==> src/rtl/vram_arb_pkg.sv <==
// Shared types for the VRAM arbiter: issue tags and FIFO entry width.
// Host-read support is compiled in with VRAM_ARB_HOST_READ_EN.
package vram_arb_pkg;

`ifdef VRAM_ARB_HOST_READ_EN
    typedef enum logic [1:0] {
        OP_NONE  = 2'd0,
        OP_FETCH = 2'd1,
        OP_HREAD = 2'd2
    } op_tag_e;
`else
    typedef enum logic [0:0] {
        OP_NONE  = 1'b0,
        OP_FETCH = 1'b1
    } op_tag_e;
`endif

    localparam int unsigned DEF_AW = 16;
    localparam int unsigned DEF_DW = 8;

    // Host FIFO entry is {we, addr, wdata}, or {addr, wdata} when reads are compiled out.
    function automatic int unsigned entry_w(input int unsigned aw, input int unsigned dw);
`ifdef VRAM_ARB_HOST_READ_EN
        return aw + dw + 1;
`else
        return aw + dw;
`endif
    endfunction

endpackage

==> src/rtl/vram_arbiter_if.sv <==
// Scanout, host and VRAM signals of the arbiter; slave = arbiter side, master = clients + VRAM.
interface vram_arb_if #(
    parameter int unsigned AW         = 16,
    parameter int unsigned DW         = 8,
    parameter int unsigned FIFO_DEPTH = 4
) ();
    localparam int unsigned LW = $clog2(FIFO_DEPTH) + 1;

    logic          fetch_req;
    logic [AW-1:0] fetch_addr;
    logic [DW-1:0] fetch_data;
    logic          fetch_valid;
    logic          host_valid;
    logic          host_ready;
    logic          host_we;
    logic [AW-1:0] host_addr;
    logic [DW-1:0] host_wdata;
    logic [DW-1:0] host_rdata;
    logic          host_rvalid;
    logic [LW-1:0] fifo_level;
    logic [AW-1:0] mem_addr;
    logic          mem_we;
    logic [DW-1:0] mem_wdata;
    logic [DW-1:0] mem_rdata;

    modport slave (
        input  fetch_req, fetch_addr, host_valid, host_we, host_addr, host_wdata, mem_rdata,
        output fetch_data, fetch_valid, host_ready, host_rdata, host_rvalid, fifo_level,
               mem_addr, mem_we, mem_wdata
    );

    modport master (
        output fetch_req, fetch_addr, host_valid, host_we, host_addr, host_wdata, mem_rdata,
        input  fetch_data, fetch_valid, host_ready, host_rdata, host_rvalid, fifo_level,
               mem_addr, mem_we, mem_wdata
    );
endinterface

==> src/rtl/vram_host_fifo.sv <==
// Synchronous host request FIFO; head is the oldest entry, pointers wrap modulo DEPTH.
module vram_host_fifo #(
    parameter int unsigned W     = 24,
    parameter int unsigned DEPTH = 4
) (
    input  logic                   clock_i,
    input  logic                   reset_i,
    input  logic                   push_i,
    input  logic                   pop_i,
    input  logic [W-1:0]           data_i,
    output logic [W-1:0]           head_o,
    output logic                   full_o,
    output logic                   empty_o,
    output logic [$clog2(DEPTH):0] level_o
);
    localparam int unsigned PW = $clog2(DEPTH);

    logic [W-1:0]  mem_q [DEPTH];
    logic [PW-1:0] wptr_q, wptr_d, rptr_q, rptr_d;
    logic [PW:0]   level_q, level_d;
    logic          do_push, do_pop;

    assign full_o  = (level_q == (PW+1)'(DEPTH));
    assign empty_o = (level_q == '0);
    assign level_o = level_q;
    assign head_o  = mem_q[rptr_q];

    // Full blocks pushes even when a pop happens in the same cycle.
    assign do_push = push_i && !full_o;
    assign do_pop  = pop_i && !empty_o;

    always_comb begin
        wptr_d  = wptr_q;
        rptr_d  = rptr_q;
        level_d = level_q + (PW+1)'(do_push) - (PW+1)'(do_pop);
        if (do_push) wptr_d = wptr_q + PW'(1);
        if (do_pop)  rptr_d = rptr_q + PW'(1);
    end

    always_ff @(posedge clock_i) begin
        if (reset_i) begin
            wptr_q  <= '0;
            rptr_q  <= '0;
            level_q <= '0;
        end else begin
            wptr_q  <= wptr_d;
            rptr_q  <= rptr_d;
            level_q <= level_d;
        end
    end

    always_ff @(posedge clock_i) begin
        if (do_push) mem_q[wptr_q] <= data_i;
    end
endmodule

==> src/rtl/vram_arbiter.sv <==
// Single-port VRAM arbiter: scanout fetch has absolute priority, host requests drain from a FIFO.
// Host reads are supported only when VRAM_ARB_HOST_READ_EN is defined.
module vram_arbiter
    import vram_arb_pkg::*;
#(
    parameter int unsigned AW         = 16,
    parameter int unsigned DW         = 8,
    parameter int unsigned FIFO_DEPTH = 4
) (
    input  logic       clock,
    input  logic       reset,
    vram_arb_if.slave  bus
);
    localparam int unsigned EW = entry_w(AW, DW);
    localparam int unsigned LW = $clog2(FIFO_DEPTH) + 1;

    logic [EW-1:0] push_entry, head;
    logic          fifo_full, fifo_empty, host_issue, head_we;
    logic [LW-1:0] level;
    logic [AW-1:0] head_addr, last_addr_q, last_addr_d;
    logic [DW-1:0] head_wdata, fetch_hold_q, fetch_hold_d;
    op_tag_e       tag_q, tag_d;

`ifdef VRAM_ARB_HOST_READ_EN
    logic [DW-1:0] host_hold_q, host_hold_d;
    assign push_entry = {bus.host_we, bus.host_addr, bus.host_wdata};
    assign head_we    = head[EW-1];
`else
    logic unused_host_we;
    assign unused_host_we = bus.host_we;
    assign push_entry     = {bus.host_addr, bus.host_wdata};
    assign head_we        = 1'b1;
`endif

    assign head_addr  = head[DW +: AW];
    assign head_wdata = head[DW-1:0];
    // No host issue in a reset cycle: the queued request is being discarded.
    assign host_issue = !bus.fetch_req && !fifo_empty && !reset;

    vram_host_fifo #(
        .W     (EW),
        .DEPTH (FIFO_DEPTH)
    ) u_fifo (
        .clock_i (clock),
        .reset_i (reset),
        .push_i  (bus.host_valid),
        .pop_i   (host_issue),
        .data_i  (push_entry),
        .head_o  (head),
        .full_o  (fifo_full),
        .empty_o (fifo_empty),
        .level_o (level)
    );

    assign bus.host_ready = !fifo_full;
    assign bus.fifo_level = level;

    // Per-cycle grant of the memory port and the tag of what was issued.
    always_comb begin
        bus.mem_addr  = last_addr_q;
        bus.mem_we    = 1'b0;
        bus.mem_wdata = head_wdata;
        tag_d         = OP_NONE;
        if (bus.fetch_req) begin
            bus.mem_addr = bus.fetch_addr;
            tag_d        = OP_FETCH;
        end else if (host_issue) begin
            bus.mem_addr = head_addr;
            bus.mem_we   = head_we;
`ifdef VRAM_ARB_HOST_READ_EN
            tag_d        = head_we ? OP_NONE : OP_HREAD;
`endif
        end
        last_addr_d = bus.mem_addr;
    end

    assign bus.fetch_valid = (tag_q == OP_FETCH);
    assign bus.fetch_data  = bus.fetch_valid ? bus.mem_rdata : fetch_hold_q;
    assign fetch_hold_d    = bus.fetch_data;

`ifdef VRAM_ARB_HOST_READ_EN
    assign bus.host_rvalid = (tag_q == OP_HREAD);
    assign bus.host_rdata  = bus.host_rvalid ? bus.mem_rdata : host_hold_q;
    assign host_hold_d     = bus.host_rdata;
`else
    assign bus.host_rvalid = 1'b0;
    assign bus.host_rdata  = '0;
`endif

    always_ff @(posedge clock) begin
        if (reset) begin
            tag_q        <= OP_NONE;
            last_addr_q  <= '0;
            fetch_hold_q <= '0;
`ifdef VRAM_ARB_HOST_READ_EN
            host_hold_q  <= '0;
`endif
        end else begin
            tag_q        <= tag_d;
            last_addr_q  <= last_addr_d;
            fetch_hold_q <= fetch_hold_d;
`ifdef VRAM_ARB_HOST_READ_EN
            host_hold_q  <= host_hold_d;
`endif
        end
    end
endmodule

==> src/flat_wrapper.sv <==
// flat-port wrapper written by rule: the top's interface ports become plain ports
module vram_arbiter_flat import vram_arb_pkg::*;
#(
    parameter int unsigned AW         = 16,
    parameter int unsigned DW         = 8,
    parameter int unsigned FIFO_DEPTH = 4
)
  (clock, reset, bus_fetch_req, bus_fetch_addr, bus_host_valid, bus_host_we, bus_host_addr, bus_host_wdata, bus_mem_rdata, bus_fetch_data, bus_fetch_valid, bus_host_ready, bus_host_rdata, bus_host_rvalid, bus_fifo_level, bus_mem_addr, bus_mem_we, bus_mem_wdata);
  vram_arb_if #(.AW(AW), .DW(DW), .FIFO_DEPTH(FIFO_DEPTH)) bus_i ();
  input  logic clock;
  input  logic reset;
  input wire logic [$bits(bus_i.fetch_req)-1:0] bus_fetch_req;
  input wire logic [$bits(bus_i.fetch_addr)-1:0] bus_fetch_addr;
  input wire logic [$bits(bus_i.host_valid)-1:0] bus_host_valid;
  input wire logic [$bits(bus_i.host_we)-1:0] bus_host_we;
  input wire logic [$bits(bus_i.host_addr)-1:0] bus_host_addr;
  input wire logic [$bits(bus_i.host_wdata)-1:0] bus_host_wdata;
  input wire logic [$bits(bus_i.mem_rdata)-1:0] bus_mem_rdata;
  output wire logic [$bits(bus_i.fetch_data)-1:0] bus_fetch_data;
  output wire logic [$bits(bus_i.fetch_valid)-1:0] bus_fetch_valid;
  output wire logic [$bits(bus_i.host_ready)-1:0] bus_host_ready;
  output wire logic [$bits(bus_i.host_rdata)-1:0] bus_host_rdata;
  output wire logic [$bits(bus_i.host_rvalid)-1:0] bus_host_rvalid;
  output wire logic [$bits(bus_i.fifo_level)-1:0] bus_fifo_level;
  output wire logic [$bits(bus_i.mem_addr)-1:0] bus_mem_addr;
  output wire logic [$bits(bus_i.mem_we)-1:0] bus_mem_we;
  output wire logic [$bits(bus_i.mem_wdata)-1:0] bus_mem_wdata;
  assign bus_i.fetch_req = bus_fetch_req;
  assign bus_i.fetch_addr = bus_fetch_addr;
  assign bus_i.host_valid = bus_host_valid;
  assign bus_i.host_we = bus_host_we;
  assign bus_i.host_addr = bus_host_addr;
  assign bus_i.host_wdata = bus_host_wdata;
  assign bus_i.mem_rdata = bus_mem_rdata;
  assign bus_fetch_data = bus_i.fetch_data;
  assign bus_fetch_valid = bus_i.fetch_valid;
  assign bus_host_ready = bus_i.host_ready;
  assign bus_host_rdata = bus_i.host_rdata;
  assign bus_host_rvalid = bus_i.host_rvalid;
  assign bus_fifo_level = bus_i.fifo_level;
  assign bus_mem_addr = bus_i.mem_addr;
  assign bus_mem_we = bus_i.mem_we;
  assign bus_mem_wdata = bus_i.mem_wdata;
  vram_arbiter #(.AW(AW), .DW(DW), .FIFO_DEPTH(FIFO_DEPTH)) u_core (.clock(clock), .reset(reset), .bus(bus_i));
endmodule
==> config.mk <==
export PLATFORM = sky130hd
export DESIGN_NAME = vram_arbiter_flat
export DESIGN_NICKNAME = d
export VERILOG_FILES = /design/src/rtl/vram_arb_pkg.sv /design/src/rtl/vram_arbiter_if.sv /design/src/rtl/vram_host_fifo.sv /design/src/rtl/vram_arbiter.sv /design/src/flat_wrapper.sv
export SDC_FILE = /design/constraint.sdc
export NUM_CORES = 1
export LEC_CHECK = 0
export CAP_MARGIN = 20
export CORE_MARGIN = 2
export CORE_UTILIZATION = 45
export CTS_CLUSTER_DIAMETER = 40
export DETAILED_ROUTE_END_ITERATION = 16
export MAX_ROUTING_LAYER = met4
export PLACE_DENSITY = 0.71
export SLEW_MARGIN = 25
export SYNTH_ARGS = -nofsm -noshare
export SYNTH_HDL_FRONTEND = slang
export SYNTH_SLANG_ARGS = --single-unit
==> constraint.sdc <==
create_clock -name clock -period 4 [get_ports clock]
set_clock_uncertainty 0.2 [all_clocks]
set_input_delay 0.6 -clock clock [delete_from_list [all_inputs] [get_ports clock]]
set_output_delay 0.6 -clock clock [all_outputs]
set_load 0.01 [all_outputs]
# Yosys cells after proc, flatten, opt, wreduce, memory -nomap -nowiden
# Memories as Yosys holds them, arrays and structs flattened. A register that Yosys moved wholly into a read port is not among the register bits.
# Index checks and enable logic that the tools add are counted.
[totals]
mem_bits_rw = 96
memories = 1
wordCells = 31
inputBits = 53
register_bits = 32
[classes]
n_mux = 10
n_reduce_logical = 9
n_eq_ne = 1
add_sub_neg = 4
[mem_list]
columns = ["memory", "words", "word_bits", "read_ports", "rd_ports_with_merged_regs", "wr", "line", "text"]
rows = [
  ["u_core.u_fifo.mem_q", 4, 24, 1, 1, 1, "vram_host_fifo.sv:18", "logic [W-1:0] mem_q [DEPTH];"],
]
[op_table]
columns = ["cell", "n"]
rows = [
  ["16-bit 2-to-1 mux", 2],
  ["8-bit 2-to-1 mux", 1],
  ["1-bit 2-to-1 mux", 5],
  ["2-bit by 1-bit adder with 2-bit output, second input constant", 2],
  ["1-bit logical AND", 4],
  ["1-bit zero test", 4],
  ["2-bit 2-to-1 mux", 2],
  ["3-bit by 1-bit adder with 3-bit output", 1],
  ["3-bit == test, second input constant", 1],
  ["3-bit zero test", 1],
  ["3-bit by 1-bit subtractor with 3-bit output", 1],
]

# Longest topological paths before layout
# Gate-level depths: netlist of the first run.
[logic_depth]
word_depth = 7
depth_mapped = 10
ltp_nobuf = 9

# Modules after synthesis
# From an unflattened synthesis of the first run, not the netlist that was laid out.
[hier_totals]
cells_unflattened = 347
area_unflattened_um2 = 5502.8
[modules_own_cells]
columns = ["module", "cells_per_inst", "area_each_um2", "n_inst", "seq_area_each_um2"]
rows = [
  ["vram_host_fifo", 177, 3971.3, 1, 3062.9],
  ["vram_arbiter", 170, 1531.5, 1, 500.5],
]

# Worst setup path before layout of the first run
# No wires, ideal clock.
[synth_path]
path_kind = "input to register"
start = "input port reset"
end = "register u_core.u_fifo.level_q[2], in the netlist u_core.u_fifo.level_o[2]"
slack_ps = 1328
t_arrival_ps = 2344
stages = 10
setup_ps = 128
cell_sequence = "buf_2 > nor3_2 > buf_2 > ha_1 > inv_1 > ha_1 > fa_1 > xnor2_1 > xnor2_1 > nor2_1"
[synth_between]
elab_chain_len = 4
[synth_rtl]
columns = ["item", "line", "text"]
rows = [
  ["from (decl)", "flat_wrapper.sv:11", "input logic reset;"],
  ["1-bit zero test", "vram_arbiter.sv:38", "assign host_issue = !bus.fetch_req && !fifo_empty && !reset;"],
  ["1-bit logical AND", "vram_arbiter.sv:38", ""],
  ["1-bit logical AND", "vram_host_fifo.sv:30", "assign do_pop = pop_i && !empty_o;"],
  ["via u_core.u_fifo.do_pop", "vram_host_fifo.sv:21", "logic do_push, do_pop;"],
  ["3-bit by 1-bit subtractor with 3-bit output", "vram_host_fifo.sv:35", "level_d = level_q + (PW+1)'(do_push) - (PW+1)'(do_pop);"],
  ["to (signal assigned)", "vram_host_fifo.sv:48", "level_q <= level_d;"],
  ["to (decl)", "vram_host_fifo.sv:20", "logic [PW:0] level_q, level_d;"],
]
# The timed path passes the listed nets, and every way through them passes these cells.
# A chain may end at the register's enable or synchronous reset.

# Final worst setup path of the first run
[layout_path]
start = "input port reset"
end = "output port bus_mem_addr[8]"
[layout_between]
elab_chain_len = 4
[layout_rtl]
columns = ["item", "line", "text"]
rows = [
  ["1-bit zero test", "vram_arbiter.sv:38", ""],
  ["1-bit logical AND", "vram_arbiter.sv:38", ""],
  ["16-bit 2-to-1 mux", "vram_arbiter.sv:67", "end else if (host_issue) begin"],
  ["16-bit 2-to-1 mux", "vram_arbiter.sv:64", "if (bus.fetch_req) begin"],
  ["to (decl)", "flat_wrapper.sv:25", "output wire logic [$bits(bus_i.mem_addr)-1:0] bus_mem_addr;"],
]
# Every way passes these cells.

==> results of run 1 <==
[cell type report]
cell class	instances	area, um^2	share of cell area
flip-flops and latches	130	3560	0.507
multi-input cells	166	1560	0.221
repair buffers	102	988	0.140
clock buffers	19	433	0.0615
clock inverters	13	231	0.0329
well taps	143	179	0.0254
inverters	22	82.6	0.0117
[cell usage after synthesis (all sizes together) (3+ instances only)]
cell    instances  area share
mux2            8       0.017
dfxtp          34        0.13
mux4           24        0.11
ha              6       0.014
nand3          18       0.023
o311ai         16       0.026
a21oi           5      0.0046
nor2b          11       0.013
nor3            3      0.0046
clkbuf          8      0.0074
inv            22       0.015
buf            26       0.033
and3            4      0.0046
a32oi          16       0.026
edfxtp         96        0.54
nand2          33       0.023
[power by group through the flow]
stage / Clock (mW) / Combinational, mW / Sequential [mW]
after floorplan: 0 / 0.648 / 1.69
after global placement: 0 / 0.946 / 1.74
after detailed placement: 0 / 0.965 / 1.75
after CTS: 1.75 / 0.973 / 1.72
after global routing: 1.80 / 1.05 / 1.74
final: 1.72 / 0.972 / 1.72
[routing by layer]
layer / wire length, um / part of all wire / GRT usage
met1: 4570 / 0.43 / 0.228
met2: 5210 / 0.49 / 0.288
met3: 796 / 0.075 / 0.0521
met4: 77 / 0.0072 / 0.0610
met5: 0 / 0 / -
[worst paths after layout]
check	to	slack [ns]	cells after the start
max	bus_mem_addr[8]	0.38	6
min	register	0.29	2
max reg2reg	u_core.u_fifo.level_o[2]	1.39	9
min reg2reg	register	0.29	2
[critical path: cells and delay by family]
kind	cells	cell delay, ns
AO/OA/AOI/OAI	1	0.18
AND/OR/NAND/NOR	2	0.54
buffers and inverters	3	1.49
[logic make-up after synthesis]
kind of cell,after synthesis,synth area share
AOI/OAI and AO/OA,41,0.0618
xor gates and xnor gates,2,0.00325
adders and majority gates,7,0.0177
buffers and inverters,56,0.0562
DFF,130,0.662
muxes,32,0.123
other,1,0.000697
and+or+nand+nor,75,0.0751
[flip-flops by register name, indices dropped and copies added, names as in the netlist, named ones only]
register,count
u_core.u_fifo.rptr_q,2
u_core.bus.fetch_valid,1
u_core.fetch_hold_q,8
u_core.last_addr_q,16
u_core.u_fifo.wptr_q,2
u_core.u_fifo.level_o,3
u_core.u_fifo.mem_q,96
[cells in the final DEF (no fill, tap or decap), drive strengths merged, types with 2 or more instances in the layout]
cell type	synthesis	routed
a21o	2	2
nand2	33	33
a21oi	5	5
nand3	18	18
mux2	8	8
nor2b	11	11
inv	22	24
ha	6	6
conb	1	9
nor3	3	3
or3	2	2
nor2	2	2
mux4	24	24
and3	4	4
bufinv	0	6
o311ai	16	16
dfxtp	34	34
clkdlybuf4s50	0	89
xnor2	2	2
clkbuf	8	19
clkinv	0	5
buf	26	13
edfxtp	96	96
a32oi	16	16
==> results.json, run 1 <==
{
  "clockBufferDepth": 2,
  "fin_crit_ns": 3.62,
  "placed_area_mm2": 0.00636,
  "maxCapViolCount": 0,
  "cts.clk_slew.worst_paths_ns": 0.06,
  "min_period_over_period": 0.906,
  "seqPwrFrac": 0.390,
  "avgSynthCellArea_um2": 15.7,
  "drt-vias-per-instance": 5.55,
  "fin_area_mm2": 0.00704,
  "critPathLaunchType": "primary input",
  "die_y_um": 113,
  "synthCells": 344,
  "post-route-util": 0.608,
  "synthFlopType": "edfxtp_1",
  "core-area_mm2": 0.0116,
  "n_fill_cell": 879,
  "rsz0062_at_grt": "no",
  "ys_warn_count": 0,
  "slew_headroom": 0.441,
  "cp.arrival_ns": 2.82,
  "switching_power_mw": 1.13,
  "path_class": "in -> out",
  "grt_first_pass_wirelength_um": 17300,
  "die_x_um": 113,
  "status": "finished clean",
  "worstPathRequired_ns": 3.20,
  "total_power_mw": 4.41,
  "cts_root_buffer": "clkbuf_16",
  "cts_hold_buf": 0,
  "fin_cells": 595,
  "cts_buffers": 17,
  "total_leakage_power_nw": 2.50,
  "synthesis.area_mm2": 0.00538,
  "drt_iter0_drc": 208,
  "dpl.hpwl_um": 6880,
  "rows": 39,
  "clkSinkCount": 130,
  "place_congestion": 0.711,
  "dp_slack_ns": 0.215,
  "power_frac_clock": 0.389,
  "fin_tns_setup_ns": 0,
  "cpMaxStageDelayCell": "clkdlybuf4s50_1",
  "whs_ns": 0.289,
  "drive_gt1_frac": 0.166,
  "placed_cells": 563,
  "grt_overflow_total": 0,
  "area_growth_pct": 30.7,
  "io_pins": 100,
  "clk_latency_ns": 0.40,
  "detail-route-antenna-nets": 0,
  "cp_common_cell": "clkdlybuf4s50_1",
  "seq_area_frac_synth": 0.662,
  "portBuffers": 89,
  "ctsResizeCount": 0,
  "power_density_mw_per_mm2": 626,
  "crit_chain": "clkdlybuf4s50_1 > nor2_2 > buf_4 > nand3_1 > o311ai_1 > clkdlybuf4s50_1",
  "max_freq_ghz": 0.276,
  "cpPeakStageDelay_ns": 0.60,
  "dieArea_mm2": 0.0129,
  "cts_tree": "yes",
  "vias": 3302,
  "wirelength_um": 10600,
  "finalSetupViolCount": 0,
  "crit_start": "reset",
  "endpoint_kind": "output port",
  "initial_core_util": 0.466,
  "cts_setup_buffers": 0,
  "ys_ff_latch": 130,
  "slew_violations": 0,
  "comb_power_share": 0.221,
  "synth.distinct_cells": 35,
  "antenna_found_initial": 0,
  "diodes": 0,
  "synthArstFlopShare": 0,
  "synth_edf_count": 96,
  "grt_use_total": 0.182,
  "wire_per_inst_um": 17.9,
  "swShare": 0.257,
  "cts_htree_levels": 4,
  "ir_drop_uv": 423,
  "grt_pass1_vias": 3330,
  "setup_ws_ns": 0.375,
  "final_nets": 499,
  "grt_max_degree": 25,
  "drcViolationCount": 0,
  "hp-start": "u_core.u_fifo.rptr_q[1]",
  "hold_viol": 0,
  "hold_class": "reg -> reg",
  "dr.pass1.iters": 5,
  "critPathMaxFanout": 13,
  "r2r_start": "u_core.u_fifo.level_o[1]",
  "worst_pin_slew_ns": 0.837,
  "p_int_mw": 3.27
}
(Power assumes the default switching activity.)
==> inputs of run 2 (changes only) <==
- CORE_ASPECT_RATIO: not set -> 0.7
==> run 2 against run 1 <==
- register-to-register slack got worse by 0.21 ns
- worst hold slack gained 0.0036 ns
- setup slack better by 0.11 ns
- via count fell by 2.5%
- final area shrank 0.68%
- critical endpoint is now bus_mem_addr[7]
==> results.json, run 2 (same netlist as run 1, synthesis figures left out) <==
{
  "drcViolationCount": 0,
  "endpoint_kind": "output port",
  "antenna_found_initial": 0,
  "fin_crit_ns": 3.52,
  "slew_headroom": 0.499,
  "drt-vias-per-instance": 5.29,
  "cts_setup_buffers": 0,
  "hold_depth": 2,
  "largest_register": "u_core.u_fifo.mem_q",
  "critPathMaxFanout": 39,
  "power_density_mw_per_mm2": 604,
  "die_x_um": 135,
  "fin_tns_setup_ns": 0,
  "initial_core_util": 0.461,
  "layout.area.seq_mm2": 0.00356,
  "ir_drop_uv": 427,
  "critPathLaunchType": "primary input",
  "portBuffers": 89,
  "wire_per_inst_um": 17.5,
  "clk_latency_ns": 0.42,
  "timing.rr.end": "u_core.u_fifo.level_o[2]",
  "detail-route-antenna-nets": 0,
  "grt_max_degree": 40,
  "min_to": "u_core.last_addr_q[10]",
  "core-area_mm2": 0.0117,
  "max_freq_ghz": 0.284,
  "reg2reg_slack_ns": 1.18,
  "final_nets": 499,
  "dieArea_mm2": 0.0129,
  "diodes": 0,
  "total_leakage_power_nw": 2.47,
  "whs_ns": 0.292,
  "cts_htree_levels": 4,
  "cts_hold_buf": 0,
  "drive_gt1_frac": 0.175,
  "post-route-util": 0.598,
  "r2r_start": "u_core.u_fifo.level_o[1]",
  "area_growth_pct": 29.8,
  "place_congestion": 0.706,
  "grt_use_total": 0.178,
  "clkSinkCount": 130,
  "grt_pass1_vias": 3205,
  "grt_overflow_total": 0,
  "rsz0062_at_grt": "no",
  "cts_tree": "yes",
  "hp-start": "u_core.last_addr_q[10]",
  "layout.cells.most_common": "edfxtp_1",
  "largest_reg_flops": 96,
  "top_regs": "u_core.u_fifo.mem_q: 96 flops, u_core.last_addr_q: 16 flops, u_core.fetch_hold_q: 8 flops",
  "n_fill_cell": 889,
  "hold_class": "reg -> reg",
  "dpl.hpwl_um": 6880,
  "worstPathRequired_ns": 3.20,
  "grt_first_pass_wirelength_um": 16400,
  "die_y_um": 95.5,
  "rows": 33,
  "cts_root_buffer": "clkbuf_16",
  "wirelength_um": 10700,
  "min_period_over_period": 0.879,
  "status": "finished clean",
  "cp.arrival_ns": 2.72,
  "multiInputGateArea_mm2": 0.00156,
  "dr.pass1.iters": 5,
  "io_pins": 100,
  "cts.clk_slew.worst_paths_ns": 0.06,
  "r2r_cells": 10,
  "cts_buffers": 17,
  "slew_violations": 0,
  "path_class": "in -> out",
  "vias": 3219,
  "clockBufferDepth": 2,
  "layout_common_cells": "96 x edfxtp_1, 89 x clkdlybuf4s50_1, 33 x nand2_1, 33 x dfxtp_1, 22 x inv_1",
  "finalSetupViolCount": 0,
  "hold_viol": 0,
  "maxCapViolCount": 0,
  "worst_pin_slew_ns": 0.749,
  "drt_iter0_drc": 224,
  "ctsResizeCount": 0
}
[run 2: worst max-delay path: stages]
cell             delay, ns
clkdlybuf4s50_1       0.47
buf_4                 0.28
nor2_2                0.16
buf_4                 0.28
nand3_1               0.15
o311ai_1              0.16
clkdlybuf4s50_1       0.59
[run 2: worst max path at each step]
stage | cells after the start | startpoint | endpoint
6_report | 7 | bus_fetch_req | bus_mem_addr[7]
5_1_grt | 7 | bus_fetch_req | bus_mem_addr[0]
4_1_cts | 7 | bus_fetch_req | bus_mem_addr[0]
3_5_place_dp | 7 | bus_fetch_req | bus_mem_addr[7]
3_3_place_gp | 4 | bus_fetch_req | bus_mem_addr[0]
2_1_floorplan | 10 | reset | u_core.u_fifo.level_o[2]
[run 2: cell type report]
| class | instances | area share |
|---|---|---|
| Clock buffer | 17 | 0.0609 |
| Clock inverter | 15 | 0.0249 |
| Inverter | 22 | 0.0118 |
| Multi-Input combinational cell | 166 | 0.223 |
| Sequential cell | 130 | 0.510 |
| Tap cell | 157 | 0.0281 |
| Timing Repair Buffer | 102 | 0.141 |
[run 2: metal layers]
layer  wire length [um]  part of all wire  vias up  global-route usage
met2               5390              0.51      102               0.280
met1               4660              0.44     1600               0.224
met3                564             0.053        7              0.0494
li1                   -                 -     1510                   -
met5                  0                 0        -                   -
met4                 49            0.0046        0              0.0605
[run 2: through the flow]
stage | setup WS [ns] | total power, mW | instance area [um^2] | instances
2_1_floorplan | 1.33 | 2.34 | 5410 | 352
3_5_place_dp | 0.525 | 2.72 | 6390 | 577
4_1_cts | 0.516 | 4.26 | 6990 | 609
5_1_grt | 0.391 | 4.42 | 6990 | 609
3_3_place_gp | 0.343 | 2.69 | 6380 | 577
6_report | 0.483 | 4.22 | 6990 | 609
[run 2: power by group]
part	switching, mW	total [mW]	internal [mW]
registers	0.0893	1.70	1.61
logic	0.490	0.980	0.490
clock network	0.605	1.54	0.935
